==> src/rtl/ahb_mux_pkg.sv <==
// Shared constants and types for the AHB-Lite slave response multiplexer.
package ahb_mux_pkg;

  localparam int         NUM_SLV      = 10;
  localparam logic [3:0] MUX_SEL_DFLT = 4'hF;

  localparam logic [1:0] HTRANS_IDLE   = 2'd0;
  localparam logic [1:0] HTRANS_BUSY   = 2'd1;
  localparam logic [1:0] HTRANS_NONSEQ = 2'd2;
  localparam logic [1:0] HTRANS_SEQ    = 2'd3;

  typedef enum logic [1:0] {
    OKAY = 2'd0,
    ERR1 = 2'd1,
    ERR2 = 2'd2
  } resp_state_t;

endpackage

==> src/rtl/ahb_default_slave.sv <==
// Default-slave response FSM: produces the two-cycle AHB ERROR response for
// unmapped transfers (err_req) or a forced abort (force_err).
module ahb_default_slave
  import ahb_mux_pkg::*;
(
  input  logic HCLK,
  input  logic HRESETn,
  input  logic HREADY,
  input  logic err_req,
  input  logic force_err,
  output logic dflt_ready,
  output logic dflt_resp,
  output logic dflt_active
);

  resp_state_t r_state;
  logic        r_ready;
  logic        r_resp;
  logic        r_active;

  // Response state machine with registered ready/resp/active outputs.
  always_ff @(posedge HCLK or negedge HRESETn) begin
    if (!HRESETn) begin
      r_state  <= OKAY;
      r_ready  <= 1'b1;
      r_resp   <= 1'b0;
      r_active <= 1'b0;
    end else begin
      case (r_state)
        OKAY: begin
          if (force_err || (HREADY && err_req)) begin
            r_state  <= ERR1;
            r_ready  <= 1'b0;
            r_resp   <= 1'b1;
            r_active <= 1'b1;
          end else begin
            r_state  <= OKAY;
            r_ready  <= 1'b1;
            r_resp   <= 1'b0;
            r_active <= 1'b0;
          end
        end
        ERR1: begin
          r_state  <= ERR2;
          r_ready  <= 1'b1;
          r_resp   <= 1'b1;
          r_active <= 1'b1;
        end
        ERR2: begin
          // ERR2 completes the transfer, so a new unmapped request restarts the pair.
          if (HREADY && err_req) begin
            r_state  <= ERR1;
            r_ready  <= 1'b0;
            r_resp   <= 1'b1;
            r_active <= 1'b1;
          end else begin
            r_state  <= OKAY;
            r_ready  <= 1'b1;
            r_resp   <= 1'b0;
            r_active <= 1'b0;
          end
        end
        default: begin
          r_state  <= OKAY;
          r_ready  <= 1'b1;
          r_resp   <= 1'b0;
          r_active <= 1'b0;
        end
      endcase
    end
  end

  assign dflt_ready  = r_ready;
  assign dflt_resp   = r_resp;
  assign dflt_active = r_active;

endmodule

==> src/rtl/ahb_slave_mux.sv <==
// AHB-Lite slave-to-master response mux with integrated default slave.
// Optional stalled-slave timeout enabled by macro AHB_MUX_TIMEOUT_EN.
module ahb_slave_mux
  import ahb_mux_pkg::*;
#(
  parameter int TIMEOUT_CYCLES = 256
) (
  input  logic        HCLK,
  input  logic        HRESETn,
  input  logic [3:0]  MUX_SEL,
  input  logic        HSEL_NOMAP,
  input  logic [1:0]  HTRANS,
  input  logic [31:0] HRDATA_S0,
  input  logic [31:0] HRDATA_S1,
  input  logic [31:0] HRDATA_S2,
  input  logic [31:0] HRDATA_S3,
  input  logic [31:0] HRDATA_S4,
  input  logic [31:0] HRDATA_S5,
  input  logic [31:0] HRDATA_S6,
  input  logic [31:0] HRDATA_S7,
  input  logic [31:0] HRDATA_S8,
  input  logic [31:0] HRDATA_S9,
  input  logic        HREADYOUT_S0,
  input  logic        HREADYOUT_S1,
  input  logic        HREADYOUT_S2,
  input  logic        HREADYOUT_S3,
  input  logic        HREADYOUT_S4,
  input  logic        HREADYOUT_S5,
  input  logic        HREADYOUT_S6,
  input  logic        HREADYOUT_S7,
  input  logic        HREADYOUT_S8,
  input  logic        HREADYOUT_S9,
  input  logic        HRESP_S0,
  input  logic        HRESP_S1,
  input  logic        HRESP_S2,
  input  logic        HRESP_S3,
  input  logic        HRESP_S4,
  input  logic        HRESP_S5,
  input  logic        HRESP_S6,
  input  logic        HRESP_S7,
  input  logic        HRESP_S8,
  input  logic        HRESP_S9,
  output logic        HREADY,
  output logic        HRESP,
  output logic [31:0] HRDATA
);

  logic [3:0]  r_sel_q;
  logic [31:0] w_rdata [16];
  logic [15:0] w_ready;
  logic [15:0] w_resp;
  logic        w_dflt_hit;
  logic        w_err_req;
  logic        w_force_err;
  logic        w_dflt_ready;
  logic        w_dflt_resp;
  logic        w_dflt_active;
  logic        w_unused;

  // Indices 10..15 behave as the zero-wait OKAY default slave.
  assign w_ready = {6'h3F, HREADYOUT_S9, HREADYOUT_S8, HREADYOUT_S7, HREADYOUT_S6,
                    HREADYOUT_S5, HREADYOUT_S4, HREADYOUT_S3, HREADYOUT_S2,
                    HREADYOUT_S1, HREADYOUT_S0};
  assign w_resp  = {6'h00, HRESP_S9, HRESP_S8, HRESP_S7, HRESP_S6, HRESP_S5,
                    HRESP_S4, HRESP_S3, HRESP_S2, HRESP_S1, HRESP_S0};

  assign w_rdata[0] = HRDATA_S0;
  assign w_rdata[1] = HRDATA_S1;
  assign w_rdata[2] = HRDATA_S2;
  assign w_rdata[3] = HRDATA_S3;
  assign w_rdata[4] = HRDATA_S4;
  assign w_rdata[5] = HRDATA_S5;
  assign w_rdata[6] = HRDATA_S6;
  assign w_rdata[7] = HRDATA_S7;
  assign w_rdata[8] = HRDATA_S8;
  assign w_rdata[9] = HRDATA_S9;
  for (genvar g = NUM_SLV; g < 16; g++) begin : g_dflt_data
    assign w_rdata[g] = 32'h0000_0000;
  end

  assign w_dflt_hit = HSEL_NOMAP | (MUX_SEL > 4'd9);
  assign w_err_req  = w_dflt_hit & HTRANS[1];

  ahb_default_slave u_dflt (
    .HCLK        (HCLK),
    .HRESETn     (HRESETn),
    .HREADY      (HREADY),
    .err_req     (w_err_req),
    .force_err   (w_force_err),
    .dflt_ready  (w_dflt_ready),
    .dflt_resp   (w_dflt_resp),
    .dflt_active (w_dflt_active)
  );

  // Data-phase slave index, captured whenever an address phase is accepted.
  always_ff @(posedge HCLK or negedge HRESETn) begin
    if (!HRESETn) begin
      r_sel_q <= MUX_SEL_DFLT;
    end else if (w_force_err) begin
      r_sel_q <= MUX_SEL_DFLT;
    end else if (HREADY) begin
      r_sel_q <= MUX_SEL;
    end else begin
      r_sel_q <= r_sel_q;
    end
  end

  // Response mux: the error FSM overrides whatever slave is selected.
  always_comb begin
    HREADY = w_ready[r_sel_q];
    HRESP  = w_resp[r_sel_q];
    HRDATA = w_rdata[r_sel_q];
    if (w_dflt_active) begin
      HREADY = w_dflt_ready;
      HRESP  = w_dflt_resp;
      HRDATA = 32'h0000_0000;
    end else begin
      HREADY = w_ready[r_sel_q];
      HRESP  = w_resp[r_sel_q];
      HRDATA = w_rdata[r_sel_q];
    end
  end

`ifdef AHB_MUX_TIMEOUT_EN
  localparam int CNT_W = $clog2(TIMEOUT_CYCLES + 1);
  localparam logic [CNT_W-1:0] CNT_MAX  = CNT_W'(TIMEOUT_CYCLES);
  localparam logic [CNT_W-1:0] CNT_LAST = CNT_W'(TIMEOUT_CYCLES - 1);

  logic [CNT_W-1:0] r_stall_cnt;
  logic             w_stall;

  assign w_stall     = ~w_dflt_active & (r_sel_q <= 4'd9) & ~w_ready[r_sel_q];
  // Abort on the cycle that would bring the count to TIMEOUT_CYCLES.
  assign w_force_err = w_stall & (r_stall_cnt == CNT_LAST);
  assign w_unused    = HTRANS[0];

  // Saturating count of consecutive stalled data-phase cycles.
  always_ff @(posedge HCLK or negedge HRESETn) begin
    if (!HRESETn) begin
      r_stall_cnt <= '0;
    end else if (HREADY) begin
      r_stall_cnt <= '0;
    end else if (w_stall && (r_stall_cnt != CNT_MAX)) begin
      r_stall_cnt <= r_stall_cnt + CNT_W'(1);
    end else begin
      r_stall_cnt <= r_stall_cnt;
    end
  end
`else
  assign w_force_err = 1'b0;
  assign w_unused    = HTRANS[0] ^ (TIMEOUT_CYCLES > 0);
`endif

endmodule

==> config.mk <==
export PLATFORM = sky130hd
export DESIGN_NAME = ahb_slave_mux
export DESIGN_NICKNAME = d
export VERILOG_FILES = /design/src/rtl/ahb_mux_pkg.sv /design/src/rtl/ahb_default_slave.sv /design/src/rtl/ahb_slave_mux.sv
export SDC_FILE = /design/constraint.sdc
export NUM_CORES = 1
export LEC_CHECK = 0
export ABC_AREA = 1
export BUFFER_PORTS_ARGS = -buffer_cell sky130_fd_sc_hd__buf_2
export CORE_AREA = 2 2 150 152
export DETAILED_ROUTE_END_ITERATION = 6
export DIE_AREA = 0 0 152 154
export GPL_TIMING_DRIVEN = 0
export PLACE_DENSITY_LB_ADDON = 0.2
export SYNTH_ARGS = -nofsm -noshare
export SYNTH_HDL_FRONTEND = slang
export SYNTH_HIERARCHICAL = 1
export SYNTH_SLANG_ARGS = --single-unit
==> constraint.sdc <==
create_clock -name HCLK -period 2.5 [get_ports HCLK]
set_clock_uncertainty 0.05 [all_clocks]
set_input_delay 0.25 -clock HCLK [delete_from_list [all_inputs] [get_ports HCLK]]
set_output_delay 0.25 -clock HCLK [all_outputs]
set_load 0.05 [all_outputs]
Word-level counts from Yosys, hierarchy flattened. Index checks and enable logic that the tools add are counted.

Bits in registers: 8. Input bits: 349. Output and inout bits: 34. Word-level logic and storage cells: 31.

Order comparisons: 3. Equal/unequal tests: 2. Muxes and demuxes: 16. Bitwise operators: 3. Reduce and logical (&&, ||, !) cells: 3.

Operators with widths (number): binary-select mux 32 bit (select 4 bit) (1); 2-to-1 mux 32 bit (3); binary-select mux 1 bit (select 4 bit) (2); 2-to-1 mux 1 bit (8); greater-or-equal comparator 5 bit (second input constant) (1); less-than comparator 4 x 5 -> 1 bit (second input constant) (1); NOT 4 -> 5 bit (1); > comparator 4 bit (second input constant) (1); one-hot mux 2 bit (2 select lines) (1); == test 2 x 1 -> 1 bit (second input constant) (1); == test 2 bit (second input constant) (1); zero test 2 bit (1); one-hot mux 1 bit (2 select lines) (1); OR reduction 2 bit (1); AND 1 bit (1); logical AND 1 bit (1); OR 1 bit (1).

Longest topological paths before layout. Gate-level depths: netlist of the first run.

Word-level depth: 6. Depth in mapped cells: 12. Depth with buffers taken out: 10.

Hierarchy. The synthesis of the first run kept the hierarchy.

Modules (own cells, without submodules): ahb_slave_mux (instances 1, cells each 742, area an instance 3564.7 µm², sequential area each 105.1 µm²); ahb_default_slave (instances 1, cells each 17, area an instance 162.7 µm², sequential area each 101.3 µm²).

Worst setup path after synthesis of the first run. No wires, ideal clock.

Kind: register to output. Start point: register r_sel_q[2]. End point: output HRDATA[11]. Arrival: 2044 ps. Data required time: 2200 ps. Setup slack: 156 ps. Stages on the path, launching flop included: 7. Path buffers: 2. Path through: dfstp_2 buf_2 clkinv_1 clkbuf_1 o211ai_1 nand3_1 a21oi_1.

Longest elaborated chain between the ends: 5.

Ends and longest elaborated chain: start: declaration (line ahb_slave_mux.sv:48) `logic [3:0] r_sel_q;`; start signal: assignment (line ahb_slave_mux.sv:104) `r_sel_q <= r_sel_q;`; NOT 4 -> 5 bit (not written as such) (line ahb_slave_mux.sv:120) `HRDATA = w_rdata[r_sel_q];`; binary-select mux 32 bit (select 4 bit) (line ahb_slave_mux.sv:120); 2-to-1 mux 32 bit (not written as such) (2 in a row) (line ahb_slave_mux.sv:120); 2-to-1 mux 32 bit (line ahb_slave_mux.sv:113) `if (w_dflt_active) begin`; end: declaration (line ahb_slave_mux.sv:45) `output logic [31:0] HRDATA`.

Every way passes these cells. The select of a mux whose other input is x is not followed.

Worst setup path in the final report of the first run.
Start point: register r_sel_q[0]. End point: output HRDATA[5].

Same word-level chain as after synthesis.

==> impl_metrics.tcl, run 1 <==
set metrics [dict create \
    dr.pass1.iters 5 \
    rows 54 \
    setup_viol 0 \
    drv_slew 0 \
    wl_per_cell_um 18.4 \
    slowest_delay_ns 0.46 \
    syn_to_final_growth_pct 70.3 \
    drive_gt1_share_pct 42.7 \
    viasPerCell 4.60 \
    cts_buffers 3 \
    p_total_w 0.00851 \
    layout_min_cycle_time_ns 2.45 \
    netlist_instances 759 \
    grt_use_total_pct 20.9 \
    yosysWarningCount 6 \
    avgSynthCellArea_um2 4.91 \
    dp_cells 1422 \
    ys_types 29 \
    grt_max_degree 11 \
    place_hpwl_um 21200 \
    antenna_left 0 \
    endpoint_kind "output pin" \
    whs_ns 0.196 \
    power.leakage_nw 3.30 \
    cts.clk_slew.worst_paths_ns 0.04 \
    fillers 2577 \
    syn_area_um2 3730 \
    routed-via-count 6584 \
    cp-start-kind "flop" \
    ys_ff_latch 8 \
    drt-initial-drc-count 374 \
    nets 1500 \
    grt_pass1_vias 6452 \
    clock-sinks 8 \
    port_buffers 381 \
    gp_congestion 0.851 \
    yosysSeqAreaShare_pct 5.54 \
    crit_required_ns 2.20 \
    hold_viol 0 \
    power_density_nw_per_um2 1340 \
    antenna_found_initial 0 \
    cts_root_buf "clkbuf_16" \
    fin_area_um2 6350 \
    slew-limit-headroom_pct 46.0 \
    dieArea_um2 23400 \
    max-cap-violations 0 \
    min_path_type "in -> reg" \
    max_freq_mhz 409 \
    die_w_um 152 \
    cts.path.max_buffers 2 \
    die_h_um 154 \
    rsz0062_at_grt "yes" \
    initial_core_util_pct 17.2 \
    cts_htree_levels 1 \
    async_flop_share_pct 100 \
    rrSetupSlack_ns 0.70 \
    crit_fanout 10 \
    drc_errors 0 \
    io_pins 383 \
    vdd_drop_max_v 0.000605 \
    grt-ovfl-total 0 \
    critical_path_class "reg -> out" \
    arrival_ns 2.15 \
    crit_slowest_cell "clkbuf_1" \
    stdcell_count 1430 \
    insertion_delay_ns 0.23 \
    status "complete, no violations" \
    cts_tree "done" \
    fin_ws_ns 0.0527 \
    post-route-period-util_pct 97.9 \
    crit_chain "buf_12, inv_6, clkbuf_1, o21ai_0, o211ai_1, nand3_1, a21oi_1, clkbuf_4" \
    finalWirelength_um 26300 \
    antennaDiodeCount 0 \
    coreArea_um2 21700 \
    synth_edf_count 0 \
    grt_first_pass_wirelength_um 38200 \
    tightestPinTransition_ns 0.811 \
    place_ws_ns -0.118 \
    placed_area_um2 5990 \
    synth_top_flop_cell "dfstp_2" \
]
[cell usage in the layout (no fill, tap or decap), types with 10 or more instances in the layout]
cell type  instances
buf_2            375
nor2_1           223
nand2_1          156
nand3_1           78
o21ai_0           76
o21ai_1           57
buf_4             32
a21oi_1           26
o211ai_1          20
o211ai_2          13
clkbuf_2          12
buf_6             11
nor2_2            10
[through the flow]
step | setup TNS (ns) | util, %
after floorplan | 0 | -
after global placement | -1.05 | 27.6
after detailed placement | -0.684 | 27.6
after CTS | -0.00437 | 28.7
after global routing | -0.00818 | 29.3
final | 0 | 29.3
[critical path: cells and delay by family, from the launching register on]
family	cells	cell delay (ns)
AND/OR/NAND/NOR	1	0.09
flip-flops	1	0.37
AO/OA/AOI/OAI	3	0.51
buffers and inverters	4	0.93
[cell type report]
type | instances | area, µm² | share of cell area, %
multi-input combinational | 677 | 3130 | 49.2
timing repair buffer | 386 | 2050 | 32.3
buffer | 68 | 499 | 7.86
tap | 280 | 350 | 5.52
sequential | 8 | 206 | 3.25
clock buffer | 4 | 78.8 | 1.24
inverter | 7 | 36.3 | 0.572
[path summary, 6_finish.rpt]
kind / cells past startpoint / endpoint / start
min in group asynchronous: 2 / u_dflt/r_state[0] / HRESETn
max in group asynchronous: 2 / r_sel_q[0] / HRESETn
hold / removal: 3 / r_sel_q[0] / MUX_SEL[0]
setup reg to reg: 9 / u_dflt/dflt_ready / r_sel_q[0]
setup / recovery: 8 / HRDATA[5] / r_sel_q[0]
hold reg to reg: 1 / u_dflt/r_state[1] / u_dflt/r_state[1]
[cells in the mapped netlist, types with 2 or more instances]
library cell / number / share of area (%)
nand2_1: 156 / 16
o21ai_0: 84 / 11
buf_8: 2 / 0.81
buf_2: 27 / 3.6
nand2_2: 2 / 0.34
inv_1: 2 / 0.20
o211ai_2: 13 / 4.4
o21ai_1: 49 / 6.6
nor2_2: 10 / 1.7
a21oi_1: 34 / 4.6
nand3_1: 78 / 10
clkbuf_1: 21 / 2.1
nor2_1: 223 / 22
o211ai_1: 20 / 4.0
buf_1: 4 / 0.40
buf_4: 6 / 1.2
inv_2: 3 / 0.30
buf_6: 7 / 2.1
dfrtp_1: 3 / 2.0
o21a_1: 2 / 0.40
dfstp_2: 5 / 3.5
[logic make-up (layout without fill, tap and decap cells)]
family	Yosys count	after routing	synth area share (%)
and+or+nand+nor	471	471	51.2
AOI/OAI and AO/OA	203	203	31.4
buffers and inverters	76	465	11.8
DFF	8	8	5.54
other	1	3	0.101
[power breakdown]
part	total [W]	internal (W)	switching, W
Clock	0.000273	0.000212	0.0000606
Sequential	0.000310	0.000228	0.0000820
Combinational	0.00793	0.00259	0.00534
[state kept, by name, indices dropped and copies added (netlist names)]
register / count
u_dflt/dflt_active: 1
u_dflt/dflt_ready: 1
r_sel_q: 4
u_dflt/r_state: 2
[layer usage]
layer,wire length [µm],track usage [%]
met4,442,4.05
met1,11800,27.0
met3,1450,2.90
met2,12600,37.2
met5,0,0
[repair_timing]
item,4_1_cts,5_1_grt
resized for setup,54,43
hold endpoints to repair,3,0
pin swaps,1,5
buffers inserted,2,1
setup endpoints to repair,33,33
hold buffers,1,0
gates cloned,0,1
Power figures use the tool's default switching activity.
==> run 2: changes to the inputs <==
--- a/config.mk
+++ b/config.mk
@@ -9,2 +9,4 @@
 export BUFFER_PORTS_ARGS = -buffer_cell sky130_fd_sc_hd__buf_2
+export CELL_PAD_IN_SITES_DETAIL_PLACEMENT = 1
+export CELL_PAD_IN_SITES_GLOBAL_PLACEMENT = 1
 export CORE_AREA = 2 2 150 152
==> constraint.sdc (replaced) <==
create_clock -name HCLK -period 2.5 [get_ports HCLK]
set_clock_uncertainty 0.05 [all_clocks]
set_input_delay 0.375 -clock HCLK [delete_from_list [all_inputs] [get_ports HCLK]]
set_output_delay 0.375 -clock HCLK [all_outputs]
set_load 0.05 [all_outputs]
==> impl_metrics.tcl, run 2 (synthesis results as in run 1) <==
set metrics [dict create \
    status "finished with violations" \
    violations "negative setup slack" \
    drc_errors 0 \
    arrival_ns 2.09 \
    grt_use_total_pct 22.9 \
    finalWirelength_um 28300 \
    grt_first_pass_wirelength_um 41700 \
    drt-initial-drc-count 219 \
    max_freq_mhz 398 \
    crit_required_ns 2.08 \
    grt_max_degree 12 \
    crit_fanout 6 \
    power_density_nw_per_um2 1370 \
    vdd_drop_max_v 0.000471 \
    min_path_type "in -> reg" \
    stdcell_count 1442 \
    slew-limit-headroom_pct 51.4 \
    largest-register "r_sel_q" \
    rows 54 \
    critical_path_class "reg -> out" \
    grt-ovfl-total 0 \
    viasPerCell 4.67 \
    dr.pass1.iters 4 \
    cts.clk_slew.worst_paths_ns 0.04 \
    cts.path.max_buffers 2 \
    tightestPinTransition_ns 0.729 \
    die_h_um 154 \
    reg_top3 "r_sel_q: 4 flops, u_dflt/r_state: 2 flops" \
    endpoint_kind "output pin" \
    final_cell_mix "buf_2, nor2_1, nand2_1" \
    layout_commonest_cell "buf_2" \
    initial_core_util_pct 17.2 \
    io_pins 383 \
    wl_per_cell_um 19.6 \
    antenna_left 0 \
    largest_reg_flops 4 \
    fin_ws_ns -0.0143 \
    fin_tns_setup_ns -0.0143 \
    cts_buffers 3 \
    cp-start-kind "flop" \
    max-cap-violations 0 \
    cts_htree_levels 1 \
    port_buffers 381 \
    drive_gt1_share_pct 46.3 \
    routed-via-count 6730 \
    place_hpwl_um 22600 \
    syn_to_final_growth_pct 83.9 \
    post-route-period-util_pct 101 \
    coreArea_um2 21700 \
    cts_tree "done" \
    clock-sinks 8 \
    dp_cells 1422 \
    drv_slew 0 \
    cts_root_buf "clkbuf_16" \
    fillers 3007 \
    power.leakage_nw 3.47 \
    die_w_um 152 \
    antenna_found_initial 8 \
    dieArea_um2 23400 \
    hold_viol 0 \
    layout_min_cycle_time_ns 2.51 \
    setup_viol 1 \
    nets 1508 \
    insertion_delay_ns 0.24 \
    rsz0062_at_grt "yes" \
    gp_congestion 0.799 \
    grt_pass1_vias 7077 \
]
## run 2: cell count changes in the layout (fill, tap and decap cells not counted), sizes merged
| cell | previous run | this run |
|---|---|---|
| buf | 432 | 440 |
| diode | 0 | 4 |
## run 2: report_power, final
part | switching, W | total (W) | internal (W)
registers | 0.0000617 | 0.000289 | 0.000227
logic | 0.00561 | 0.00885 | 0.00324
clock network | 0.0000679 | 0.000281 | 0.000213
total | 0.00573 | 0.00942 | 0.00368
## run 2: critical path, stage by stage (launching register included)
cell and delay, ns:
dfstp_2 0.53, buf_12 0.14, buf_12 0.15, buf_12 0.12, nor2_1 0.05, nor2_1 0.07
o21ai_0 0.08, o211ai_1 0.11, nand3_1 0.11, a21oi_2 0.28, buf_6 0.20
## run 2: cell type report
type	count	area, µm²	area share [%]
diodes	4	10.0	0.146
plain buffers	66	629	9.18
well taps	280	350	5.11
inverters	7	32.5	0.475
clock buffers	4	78.8	1.15
flip-flops and latches	8	206	3.01
repair buffers	396	2270	33.2
multi-input cells	677	3270	47.8
## run 2: worst paths after layout
kind,startpoint,to,slack (ns),cells after the start
min in group asynchronous,HRESETn,u_dflt/r_state[1],0.46,2
hold reg to reg,u_dflt/r_state[1],u_dflt/r_state[1],0.37,1
max in group asynchronous,HRESETn,r_sel_q[1],1.70,2
setup / recovery,r_sel_q[0],HRDATA[12],-0.01,10
setup reg to reg,r_sel_q[0],u_dflt/r_state[0],0.68,11
hold / removal,MUX_SEL[0],r_sel_q[0],0.29,3
## run 2: per-stage QoR
step                      utilization (%)  total power [W]  setup WS (ns)  area, µm²  hold WS [ns]
after floorplan                         -          0.00532         0.0312       3730        0.0294
after global placement               27.6          0.00765         -0.323       5990         0.178
after detailed placement             27.6          0.00770         -0.328       5990         0.184
after CTS                            30.1          0.00893        -0.0272       6530         0.291
after global routing                 31.6           0.0102        -0.0796       6850         0.328
final                                31.6          0.00942        -0.0143       6850         0.293
## run 2: metal layers
metal / track usage (%) / routed length, µm / part of all wire [%] / up-vias
met5: 0 / 38 / 0.13 / -
li1: - / - / - / 3326
met2: 43.0 / 14300 / 50 / 268
met3: 3.95 / 1760 / 6.2 / 40
met4: 4.85 / 595 / 2.1 / 6
met1: 27.1 / 11600 / 41 / 3090
## run 2: repair_timing
| action | CTS | global route |
|---|---|---|
| hold endpoints to repair | 3 | 0 |
| hold buffers | 1 | 0 |
| setup endpoints to repair | 34 | 34 |
| pin swaps | 7 | 26 |
| cloned | 2 | 2 |
| resized for setup | 125 | 88 |
| buffers inserted | 6 | 4 |
